--- src/rtl/alu_result_queue.sv ---
// Result queue behind the 8-bit ALU: stores result/opcode with precomputed zero/carry flags.
// Latency: 1 cycle first-word fall-through (push at edge N is visible after edge N), no bypass.
// Backpressure: in_ready = !full from registered count only; out_* held while stalled.
// Optional build macro ALU_RESULT_QUEUE_STATS_EN adds a saturating accepted-push counter.
module alu_result_queue #(
  parameter int DEPTH = 4,
  parameter int RES_W = 16,
  parameter int SEL_W = 3
) (
  input  logic                     clk,
  input  logic                     rst_n,
  input  logic                     flush,
  input  logic                     in_valid,
  output logic                     in_ready,
  input  logic [RES_W-1:0]         in_result,
  input  logic [SEL_W-1:0]         in_sel,
  output logic                     out_valid,
  input  logic                     out_ready,
  output logic [RES_W-1:0]         out_result,
  output logic [SEL_W-1:0]         out_sel,
  output logic                     out_zero,
  output logic                     out_carry,
`ifdef ALU_RESULT_QUEUE_STATS_EN
  output logic [15:0]              stat_pushes,
`endif
  output logic [$clog2(DEPTH):0]   count
);

  localparam int AW = $clog2(DEPTH);
  localparam int CW = AW + 1;
  localparam int PW = RES_W + SEL_W;

  // Payload and its flags live in separate arrays so the output path is pure readout.
  logic [PW-1:0]  pay_mem  [DEPTH];
  logic [1:0]     flag_mem [DEPTH];

  logic [AW-1:0]  rd_ptr;
  logic [AW-1:0]  wr_ptr;
  logic [CW-1:0]  count_q;

  logic           push;
  logic           pop;
  logic           in_zero;
  logic           in_carry;
  logic [PW-1:0]  head_pay;
  logic [1:0]     head_flag;

  assign in_ready  = (count_q != CW'(DEPTH));
  assign out_valid = (count_q != '0);
  assign push      = in_valid && in_ready;
  assign pop       = out_valid && out_ready;
  assign count     = count_q;

  // Flags are derived once at capture time; carry is only defined for add/sub/inc style ops.
  assign in_zero  = (in_result == '0);
  assign in_carry = in_result[8] &&
                    ((in_sel == SEL_W'(0)) || (in_sel == SEL_W'(1)) || (in_sel == SEL_W'(3)));

  assign head_pay  = pay_mem[rd_ptr];
  assign head_flag = flag_mem[rd_ptr];

  // Outputs are forced to zero while empty so stale RAM contents never leak out.
  assign out_result = out_valid ? head_pay[PW-1:SEL_W] : '0;
  assign out_sel    = out_valid ? head_pay[SEL_W-1:0]  : '0;
  assign out_zero   = out_valid && head_flag[1];
  assign out_carry  = out_valid && head_flag[0];

  // Pointer and occupancy update; flush discards any same-cycle push or pop.
  always_ff @(posedge clk or negedge rst_n) begin
    if (!rst_n) begin
      rd_ptr  <= '0;
      wr_ptr  <= '0;
      count_q <= '0;
    end else if (flush) begin
      rd_ptr  <= '0;
      wr_ptr  <= '0;
      count_q <= '0;
    end else begin
      if (push) wr_ptr <= wr_ptr + 1'b1;
      if (pop)  rd_ptr <= rd_ptr + 1'b1;
      case ({push, pop})
        2'b10:   count_q <= count_q + 1'b1;
        2'b01:   count_q <= count_q - 1'b1;
        default: count_q <= count_q;
      endcase
    end
  end

  // Entry storage write; the RAM is intentionally not reset.
  always_ff @(posedge clk) begin
    if (push && !flush) begin
      pay_mem[wr_ptr]  <= {in_result, in_sel};
      flag_mem[wr_ptr] <= {in_zero, in_carry};
    end
  end

`ifdef ALU_RESULT_QUEUE_STATS_EN
  // Saturating count of accepted pushes since the last reset or flush.
  always_ff @(posedge clk or negedge rst_n) begin
    if (!rst_n) begin
      stat_pushes <= '0;
    end else if (flush) begin
      stat_pushes <= '0;
    end else if (push && (stat_pushes != 16'hFFFF)) begin
      stat_pushes <= stat_pushes + 16'd1;
    end
  end
`endif

endmodule

--- config.mk ---
export PLATFORM = sky130hd
export DESIGN_NAME = alu_result_queue
export DESIGN_NICKNAME = d
export VERILOG_FILES = /design/src/rtl/alu_result_queue.sv
export SDC_FILE = /design/constraint.sdc
export NUM_CORES = 1
export LEC_CHECK = 0
export CORE_MARGIN = 4
export CORE_UTILIZATION = 40
export CTS_BUF_LIST = sky130_fd_sc_hd__clkbuf_4 sky130_fd_sc_hd__clkbuf_8 sky130_fd_sc_hd__clkbuf_16
export DETAILED_ROUTE_END_ITERATION = 16
export PLACE_DENSITY_LB_ADDON = 0.1
export SLEW_MARGIN = 25
export SYNTH_ARGS = -nofsm -noshare
export SYNTH_HDL_FRONTEND = slang
export SYNTH_SLANG_ARGS = --single-unit
--- constraint.sdc ---
create_clock -name clk -period 2.3 [get_ports clk]
set_input_delay 0.575 -clock clk [delete_from_list [all_inputs] [get_ports clk]]
set_output_delay 0.575 -clock clk [all_outputs]
set_load 0.02 [all_outputs]
## Yosys cells after proc, flatten, opt, wreduce, memory -nomap -nowiden

Memory sizes are Yosys's and may differ from the RTL's.
Cells that the tools add are included.

- Add/sub/neg operators: 4
- Equality and inequality tests: 5
- Mux-type cells: 10
- Reductions and logical operators: 15

Operators with widths:

| kind | number |
|---|---|
| $logic_not 16->1 | 1 |
| $mux 16 | 1 |
| $mux 2 | 4 |
| $logic_and 1x1->1 | 6 |
| $mux 3 | 2 |
| $pmux 3 s2 | 1 |
| $reduce_bool 3->1 | 2 |
| $add 2x1->2 const B | 2 |
| $reduce_bool 2->1 | 2 |
| $add 3x1->3 const B | 1 |
| $eq 3x1->1 const B | 1 |
| $eq 3x2->1 const B | 1 |
| $logic_not 3->1 | 1 |
| $ne 3x3->1 const B | 1 |
| $sub 3x1->3 const B | 1 |
| $eq 2x1->1 const B | 1 |
| $eq 2x2->1 const B | 1 |
| $logic_or 1x1->1 | 2 |
| $mux 1 | 2 |
| $logic_not 1->1 | 1 |

- Flip-flop bits (word level): 7
- Bits in writable memories: 84
- Bits of input ports: 24
- Output and inout port bits: 26
- Word-level logic and storage cells: 39
- Memories kept: 2

Memories:

| memory | depth | bits a word | rd ports | clocked after memory_dff | write ports | line | text |
|---|---|---|---|---|---|---|---|
| pay_mem | 4 | 19 | 1 | 0 | 1 | 34 | `logic [PW-1:0] pay_mem [DEPTH];` |
| flag_mem | 4 | 2 | 1 | 0 | 1 | 35 | `logic [1:0] flag_mem [DEPTH];` |

## Longest topological paths before layout

Gate-level depths: netlist (run 1).

- Depth in word-level cells: 5
- Depth in mapped cells: 9
- Gate-level depth less buffers: 8

## Least setup slack after synthesis (run 1)

No wires, ideal clock.

- Path kind: register to output
- From: register count_q[0], in the netlist count[0]
- To: output port out_result[10]
- Arrival time: 1.561 ns
- Required time: 1.725 ns
- Path slack: 0.164 ns
- Stages on the path, launching flop included: 5
- Cell sequence: dfrtp_1 buf_2 or3_1 clkbuf_1 and2_1

- Longest elaborated chain between the ends: 2

Ends and longest elaborated chain:

| what | line | text |
|---|---|---|
| from (decl) | 39 | `logic [CW-1:0] count_q;` |
| from (signal assigned) | 82 | `2'b10: count_q <= count_q + 1'b1;` |
| from (signal assigned) | 83 | `2'b01: count_q <= count_q - 1'b1;` |
| from (signal assigned) | 84 | `default: count_q <= count_q;` |
| $reduce_bool 3->1 | 49 | `assign out_valid = (count_q != '0);` |
| named net out_valid | 17 | `output logic out_valid,` |
| $mux 16 | 63 | `assign out_result = out_valid ? head_pay[PW-1:SEL_W] : '0;` |
| to (decl) | 19 | `output logic [RES_W-1:0] out_result,` |

The timed path passes the listed nets, and every way through them passes these cells.

## Worst setup path in the final report (run 1)

- From: register rd_ptr[0]
- To: output port out_result[11]

- Longest elaborated chain between the ends: 2

Ends and longest elaborated chain:

| what | line | text |
|---|---|---|
| from (decl) | 37 | `logic [AW-1:0] rd_ptr;` |
| from (signal assigned) | 80 | `if (pop) rd_ptr <= rd_ptr + 1'b1;` |
| $mem_v2 4x19 | n/a |  |
| $mux 16 | 63 |  |

Every way passes these cells.

==> impl_metrics.ini, run 1 <==
[status]
status = complete, but fails checks
violations = negative setup slack

[min_path]
hold_path.class = in2async

[drt]
drcViolationCount = 0
wire_per_inst_um = 17.3
via_per_inst = 4.86
drt_pass1_iterations = 4
ant_nets = 0
routed_wirelength_um = 7290
vias = 2050
drt_iter0_drc = 65

[pwr]
ir_drop_mv = 0.463
p_leak_nw = 1.76
power_density_mw_per_mm2 = 788

[layout]
mostFrequentLayoutCells = edfxtp_1 (84), clkdlybuf4s50_1 (26), buf_6 (26), buf_4 (22)
final_util = 0.543
area_delta_synth_final_pct = 31.6
drive_gt1_frac = 0.396
nets = 317
layout_commonest_cell = edfxtp_1
antenna_cells = 0

[sta]
fmax_mhz = 421
slew_headroom = 0.653
slew_violations = 0
setup_ws_ps = -77.9
setup_violations = 17
finClkSkew_ps = 20.2
period_minus_slack_ps = 2380
tightest_slew_ps = 516
hold_viol = 0
period_share = 1.03
rsz0062_at_grt = true

[grt]
grt_pass1_vias = 2068
grt_max_degree = 16
grt_pass1_wl_um = 11600
antenna_found_initial = 0
grtUsageTotal = 0.140
grt_overflow = 0

[setup_path]
end_kind = output port
crit_chain = buf_6 > buf_12 > mux4_2 > and2_4 > buf_6
cp.required_ps = 1730
path_max_fanout = 5
cpMostUsedCell = buf_6
crit_arrival_ps = 1800
cp_slowest_cell = mux4_2
path_class = reg2out
cpPeakStageDelay_ps = 500
start_kind = register

[floorplanning]
io_pins = 50
dieArea_mm2 = 0.0112
fp.dieH_um = 106
rows = 35
coreArea_mm2 = 0.00924
start_util = 0.413
die_w_um = 106

[clocking]
clock_path_buffers = 2
clk_latency_ps = 350
cts_tree = yes
htree_levels = 3
clk_pin_slew_ps = 90
ctsHoldBuffers = 0
cts_buffers = 9
cts_root_buf = clkbuf_8
cts.sinks = 91

[yosys]
synth_edf_count = 84
async_reset_ff_frac = 0.0769
ys.flop_type = edfxtp_1
synth_warnings = 0
synth_area_leaders = edfxtp_1 (66%), mux4_2 (11%), dfrtp_1 (4.6%)
yosysUniqueCellTypes = 38
syn_nets = 234
synth_seq_cells = 91
yosysTopAreaCell = edfxtp_1
synth_cells = 205
syn_area_mm2 = 0.00381
syn_area_per_cell_um2 = 18.6
yosysTopAreaCellShare = 0.662
seq_area_frac_synth = 0.708

[place]
place_congestion = 0.734
pre_cts_ws_ps = -154
hpwl_um = 4880
port_buffers = 49

[run]
maxCapViolCount = 0
==> cells by family after synthesis <==
group	share of synthesized area
buffers and inverters	0.0289
AND/OR/NAND/NOR	0.0827
adder cells (fa/ha/maj)	0.0184
AO/OA/AOI/OAI	0.0263
flip-flops	0.708
multiplexers	0.127
XOR/XNOR	0.00919
==> what timing repair did <==
| action | in CTS | in global routing |
|---|---|---|
| pin swaps | 13 | 8 |
| setup buffers | 7 | 3 |
| endpoints found under the hold margin | 0 | 0 |
| setup endpoints to repair | 23 | 22 |
| resized for setup | 140 | 19 |
==> area by class of cell <==
type	count	area (um2)
Clock buffer	10	131
Sequential cell	91	2700
Tap cell	129	161
Multi-Input combinational cell	98	1050
Inverter	4	15.0
Fill cell	748	4220
Clock inverter	6	63.8
Timing Repair Buffer	84	897
==> report_power, final <==
group | internal, mW | switching (mW) | total (mW)
Clock | 0.515 | 0.552 | 1.07
Combinational | 0.564 | 0.427 | 0.991
Sequential | 1.87 | 0.0217 | 1.90
==> worst paths after layout <==
check | from | end | slack (ps) | cells after the start
min reg2reg | wr_ptr[1] | wr_ptr[1] | 580 | 2
max in group asynchronous | rst_n | wr_ptr[0] | 1540 | 1
min in group clk | wr_ptr[1] | wr_ptr[1] | 580 | 2
max | rd_ptr[0] | out_result[11] | -80 | 5
max reg2reg | count[0] | count[2] | 280 | 8
min | rst_n | rd_ptr[1] | 500 | 1
==> worst max-delay path, delay by kind of cell (launching register included) <==
kind,cells,cell delay [ps]
flip-flops,1,410
buffers and inverters,3,390
multiplexers,1,500
AND/OR/NAND/NOR,1,150
==> cell usage after synthesis (3+ instances only) <==
cell type  instances
nand2_1            6
inv_1              4
mux4_2            18
nor4_1             4
buf_2              5
dfrtp_1            7
a21oi_1            5
nor2_1             5
edfxtp_1          84
clkbuf_1           3
and2_1            25
xor2_1             3
ha_1               4
mux4_1             3
==> per-layer routing <==
layer | vias to the layer above | wire length, um | GRT usage
met3 | 9 | 268 | 0.0410
met5 | - | 0 | 0
met4 | 0 | 74 | 0.0389
li1 | 974 | - | -
met2 | 40 | 3610 | 0.215
met1 | 1027 | 3340 | 0.195
==> flip-flops by register name (all words and copies together), names as in the netlist <==
signal,count
flag_mem,8
rd_ptr,2
count,3
wr_ptr,2
pay_mem,76
==> per-stage QoR <==
step                      setup TNS (ps)  power, mW  cell area [um2]  hold WS, ps  instances
final                               -994       3.95             5020          496        422
after CTS                          -1640       3.93             4920          490        419
after floorplan                        0       2.39             3810          279        205
after global routing               -2770       4.14             5020          495        422
after global placement             -1460       2.74             4590          570        396
after detailed placement           -1740       2.74             4590          574        396
Power figures use the tool's default switching activity.
==> inputs of run 2 (changes only) <==
CORE_ASPECT_RATIO = 0.75   (was not set)
==> run 2 against run 1 <==
Effect of this change:
- the flow still finishes with violations (negative setup slack)
- global-route usage is 0.29 points higher
- design area shrank 0.42%
- wire length up 2.6%
- sequential cell count unchanged
- clock power grew 33%
- non-clock buffer count shrank 15
- register-to-register slack about the same
- clock skew shrank 14 ps
==> impl_metrics.ini, run 2 (synthesis gave the netlist of run 1 again) <==
[pwr]
p_leak_nw = 1.72
power_density_mw_per_mm2 = 848
total_power_mw = 4.24
ir_drop_mv = 0.549

[floorplanning]
coreArea_mm2 = 0.00916
io_pins = 50
start_util = 0.416
die_w_um = 121
fp.dieH_um = 92.5
rows = 30
dieArea_mm2 = 0.0112

[layout]
antenna_cells = 0
instances_no_fill = 406
fin_area_mm2 = 0.00500
largest_reg_flops = 76
final_util = 0.545
largest-register = pay_mem
nets = 302
area_delta_synth_final_pct = 31.0
layout_commonest_cell = edfxtp_1
mostFrequentLayoutCells = edfxtp_1 (84), clkdlybuf4s50_1 (26), mux4_2 (21), and2_4 (21), buf_6 (21)
drive_gt1_frac = 0.371

[setup_path]
cp.required_ps = 1730
worstReg2RegStart = count[0]
end_kind = output port
r2r_cells = 8
start_kind = register
cp-startpoint = rd_ptr[0]
crit_arrival_ps = 1740
path_max_fanout = 8
path_class = reg2out

[clocking]
clk_pin_slew_ps = 60
clock_path_buffers = 2
cts_root_buf = clkbuf_16
cts_buffers = 9
clk_latency_ps = 330
cts.sinks = 91
htree_levels = 3
ctsHoldBuffers = 0
cts_tree = yes

[grt]
grtUsageTotal = 0.143
met2_usage = 0.219
grt_max_degree = 25
antenna_found_initial = 0
grt_pass1_vias = 2098
use_met3 = 0.0562
grt_use_met1 = 0.192
grt_pass1_wl_um = 11700
grt_overflow = 0
top_usage_layer = met2

[place]
hpwl_um = 4480
port_buffers = 49
pre_cts_ws_ps = -190
placed_area_mm2 = 0.00459
dp.cells = 388
place_congestion = 0.796

[sta]
fmax_mhz = 432
slew_violations = 0
setup_violations = 7
slew_headroom = 0.703
hold_viol = 0
period_minus_slack_ps = 2320
tns_ps = -54.4
period_share = 1.01
finClkSkew_ps = 5.76
tightest_slew_ps = 441
rsz0062_at_grt = true
hold_ws_ps = 522
setup_ws_ps = -15.3

[drt]
drt_iter0_drc = 152
via_per_inst = 4.96
ant_nets = 0
vias = 2012
routed_wirelength_um = 7480
wire_per_inst_um = 18.4
drt_pass1_iterations = 4
drcViolationCount = 0

[status]
status = complete, but fails checks
violations = negative setup slack

[min_path]
hold_path.class = in2async

[run]
maxCapViolCount = 0
## run 2: cell types whose count changed in the layout (fill, tap and decap cells not counted), sizes merged
cell / previous run / this run
clkbuf: 10 / 11
buf: 56 / 41
inv: 5 / 4
## run 2: what timing repair did
action / 4_1_cts / 5_1_grt
resized for setup: 145 / 21
pin swaps: 18 / 4
setup endpoints to repair: 23 / 22
gates cloned: 1 / 0
buffers inserted: 3 / 0
## run 2: area by class of cell
type                       count  area (um2)
clock buffer                  11         240
clock inverter                 5        53.8
fill                         764        4160
inverter                       4        15.0
multi-input combinational     98        1050
sequential                    91        2700
tap                          128         160
timing repair buffer          69         773
## run 2: worst max-delay path, cell delays in order (launching register included)
cell     delay, ps
dfrtp_2        440
buf_12         170
mux4_2         500
and2_4         160
buf_6          120
## run 2: power breakdown
part,internal (mW),switching (mW)
clock,0.860,0.562
combinational,0.496,0.416
sequential,1.88,0.0263
total,3.23,1.00
## run 2: routing by layer
| layer | part of all wire | up-vias |
|---|---|---|
| li1 | - | 936 |
| met1 | 0.47 | 1029 |
| met2 | 0.48 | 39 |
| met3 | 0.047 | 8 |
| met4 | 0.0099 | 0 |
| met5 | 0 | - |
## run 2: path summary, 6_finish.rpt
path / to / slack, ps
hold / removal: wr_ptr[0] / 520
max in group asynchronous: rd_ptr[0] / 1490
hold reg to reg: wr_ptr[1] / 610
setup reg to reg: count[2] / 270
setup / recovery: out_result[8] / -20
min in group clk: wr_ptr[1] / 610
==> edit, RTL diff (flow settings as in run 2) <==
Build with the macro `ALU_RESULT_QUEUE_STATS_EN` defined.
--- a/src/rtl/alu_result_queue.sv
+++ b/src/rtl/alu_result_queue.sv
@@ -2,6 +2,8 @@
 // Latency: 1 cycle first-word fall-through (push at edge N is visible after edge N), no bypass.
 // Backpressure: in_ready = !full from registered count only; out_* held while stalled.
 // Optional build macro ALU_RESULT_QUEUE_STATS_EN adds a saturating accepted-push counter.
+`define ALU_RESULT_QUEUE_STATS_EN
+
 module alu_result_queue #(
   parameter int DEPTH = 4,
   parameter int RES_W = 16,
Function (old outputs only; new: stat_pushes): kept (Yosys induction, for registers that start in step).
==> edit against run 2 <==
  * The flow still finishes with violations (negative setup slack)
  * Setup slack worse by 77 ps
  * Critical path depth up 2
  * Design area grew 22%
  * Synthesized area grew 22%
  * Synthesized cell count is 42% higher
  * Wire length increased by 27%
  * Sequential cell count is 16 higher
  * Critical path type unchanged
  * Largest cell class unchanged
  * Highest routed layer unchanged
Power is not compared: it rests on default switching activity, and its combinational part moved more than twofold at a synthesized area within 25%.
==> edit: results (changes against run 2) <==
[outcome]
status=complete, but fails checks
violations=negative setup slack

[worst_setup_path]
cp_max_fo=5  ; -3
cp_data_arrival_time_ps=1820  ; +80 ps
rr_worst_depth=6  ; -2
cpPeakStageDelay_ps=470  ; -30 ps

[finish]
num_antenna_cells=0  ; unchanged
finalNonFillerCells=527  ; +30%
n_fill_cell=923  ; +21%
final_nets=412  ; +36%
top_regs=pay_mem x76, stat_pushes x16, flag_mem x8
drive_gt1_frac=0.269  ; -0.102
largest_register_ff_count=76  ; unchanged

[pwr]
vdd_drop_max_mv=0.560
p_leak_nw=2.20

[synthesis]
synth_edf_count=84  ; unchanged
synth-seq-area-share=0.666  ; -0.0420
netlist_top_cells_area=edfxtp_1 (54%), dfrtp_1 (12%), mux4_2 (10%), and2_1 (3.8%), mux2_1 (2.4%)
async_reset_ff_frac=0.215  ; +0.138
synthTopCellsByCount=edfxtp_1 (84), and2_1 (28), dfrtp_1 (23), mux4_2 (21), nor2_1 (14)
yosysWarnings=0  ; unchanged
synth.net_count=322  ; +38%
synthCells=292  ; +42%
synth_cell_types=41  ; +7.9%

[placement]
dpl.hpwl_mm=6.29  ; +41%
port_buffers=65  ; +33%
place_congestion=0.815  ; +2.4%
dp.cells=505  ; +30%

[global_route]
grt_max_degree=28  ; +12%
grt_pass1_wl_mm=15.5  ; +33%
grtUsageTotal=0.151  ; +0.00823
met3_usage=0.0412  ; -0.0150
grt_util_met2=0.227  ; +0.00886
use_met1=0.219  ; +0.0268

[clocking]
root_buffer=clkbuf_16
htreeDepth=3  ; unchanged
cts_buffers=9  ; unchanged
clock_path_buffers=2  ; unchanged
clk_pin_slew_ps=70
clock_latency_ps=340

[sta]
finalSetupTns_ps=-798  ; -743 ps
setup_viol=21  ; +14
worst-slew-pin-transition_ps=585  ; +144 ps
fin_ws_ps=-92.6  ; -77.3 ps
fin_worst_skew_ps=9.20  ; +3.45 ps

[detailed_routing]
drt-initial-drc-count=183  ; +20%
firstDrtPassIters=4  ; unchanged
routed_wl_mm=9.53  ; +27%
routed-via-count=2796  ; +39%

[worst_hold_path]
min_path_type=reg -> reg

-- edit: changes by cell type in the layout (fill, tap and decap cells not counted), sizes merged, moves of 7 or more --
cell | run 2 | this run
clkdlybuf4s50 | 26 | 42
nor2 | 5 | 14
buf | 41 | 48
dfrtp | 7 | 23
a21oi | 5 | 12
nor2b | 1 | 11
mux2 | 0 | 10
nand4 | 0 | 7
-- edit: what timing repair did --
action / 4_1_cts / 5_1_grt
pin swaps: 9 / 5
resized for setup: 128 / 8
gates cloned: 2 / 0
setup endpoints to repair: 23 / 21
setup buffers: 4 / 0
-- edit: area by class of cell --
| class | count | area share |
|---|---|---|
| clock inverter | 7 | 0.0140 |
| inverter | 3 | 0.00185 |
| sequential | 107 | 0.510 |
| tap | 140 | 0.0288 |
| multi-input combinational | 169 | 0.250 |
| clock buffer | 9 | 0.0370 |
| timing repair buffer | 92 | 0.159 |
-- edit: final timing paths --
kind / from / endpoint / slack [ps]
worst max-delay path: rd_ptr[0]$_DFFE_PN0P_ / out_result[15] / -90
worst min-delay path: wr_ptr[1]$_DFFE_PN0P_ / wr_ptr[1]$_DFFE_PN0P_ / 580
worst max register to register: count[1]$_DFFE_PN0P_ / count[2]$_DFFE_PN0P_ / 280
worst min register to register: wr_ptr[1]$_DFFE_PN0P_ / wr_ptr[1]$_DFFE_PN0P_ / 580
max in group asynchronous: rst_n / rd_ptr[0]$_DFFE_PN0P_ / 1440
min in group asynchronous: rst_n / count[1]$_DFFE_PN0P_ / 590
-- edit: per-layer routing --
| layer | vias up | routed length [um] | share of wire |
|---|---|---|---|
| met5 | - | 0 | 0 |
| met4 | 0 | 104 | 0.011 |
| met3 | 9 | 458 | 0.048 |
| met2 | 58 | 4360 | 0.46 |
| met1 | 1414 | 4600 | 0.48 |
| li1 | 1315 | - | - |
-- edit: cell families after synthesis --
family / share of synthesized area
flops: 0.666
simple gates: 0.130
xor+xnor: 0.00565
mux: 0.130
compound gates: 0.0360
buf+inv: 0.0153
fa+ha+maj: 0.0177
-- edit: worst max-delay path: cells and delay by family, from the launching register on --
family / cells / cell delay [ps]
simple gates: 1 / 150
buf+inv: 4 / 480
flops: 1 / 370
mux: 1 / 470
-- edit: through the flow --
stage / cell area (um^2) / hold slack (ps) / worst slack (ps)
2_1_floorplan: 4650 / 279 / 113
3_3_place_gp: 5650 / 563 / -86.7
3_5_place_dp: 5650 / 580 / -93.2
4_1_cts: 6060 / 590 / -129
5_1_grt: 6080 / 622 / -171
6_report: 6080 / 584 / -92.6
-- edit: where the power goes --
group	total (W)	internal, W	switching [W]
Sequential	0.00227	0.00222	0.0000487
Combinational	0.00239	0.00128	0.00111
Clock	0.00157	0.000863	0.000704
Total	0.00622	0.00436	0.00186
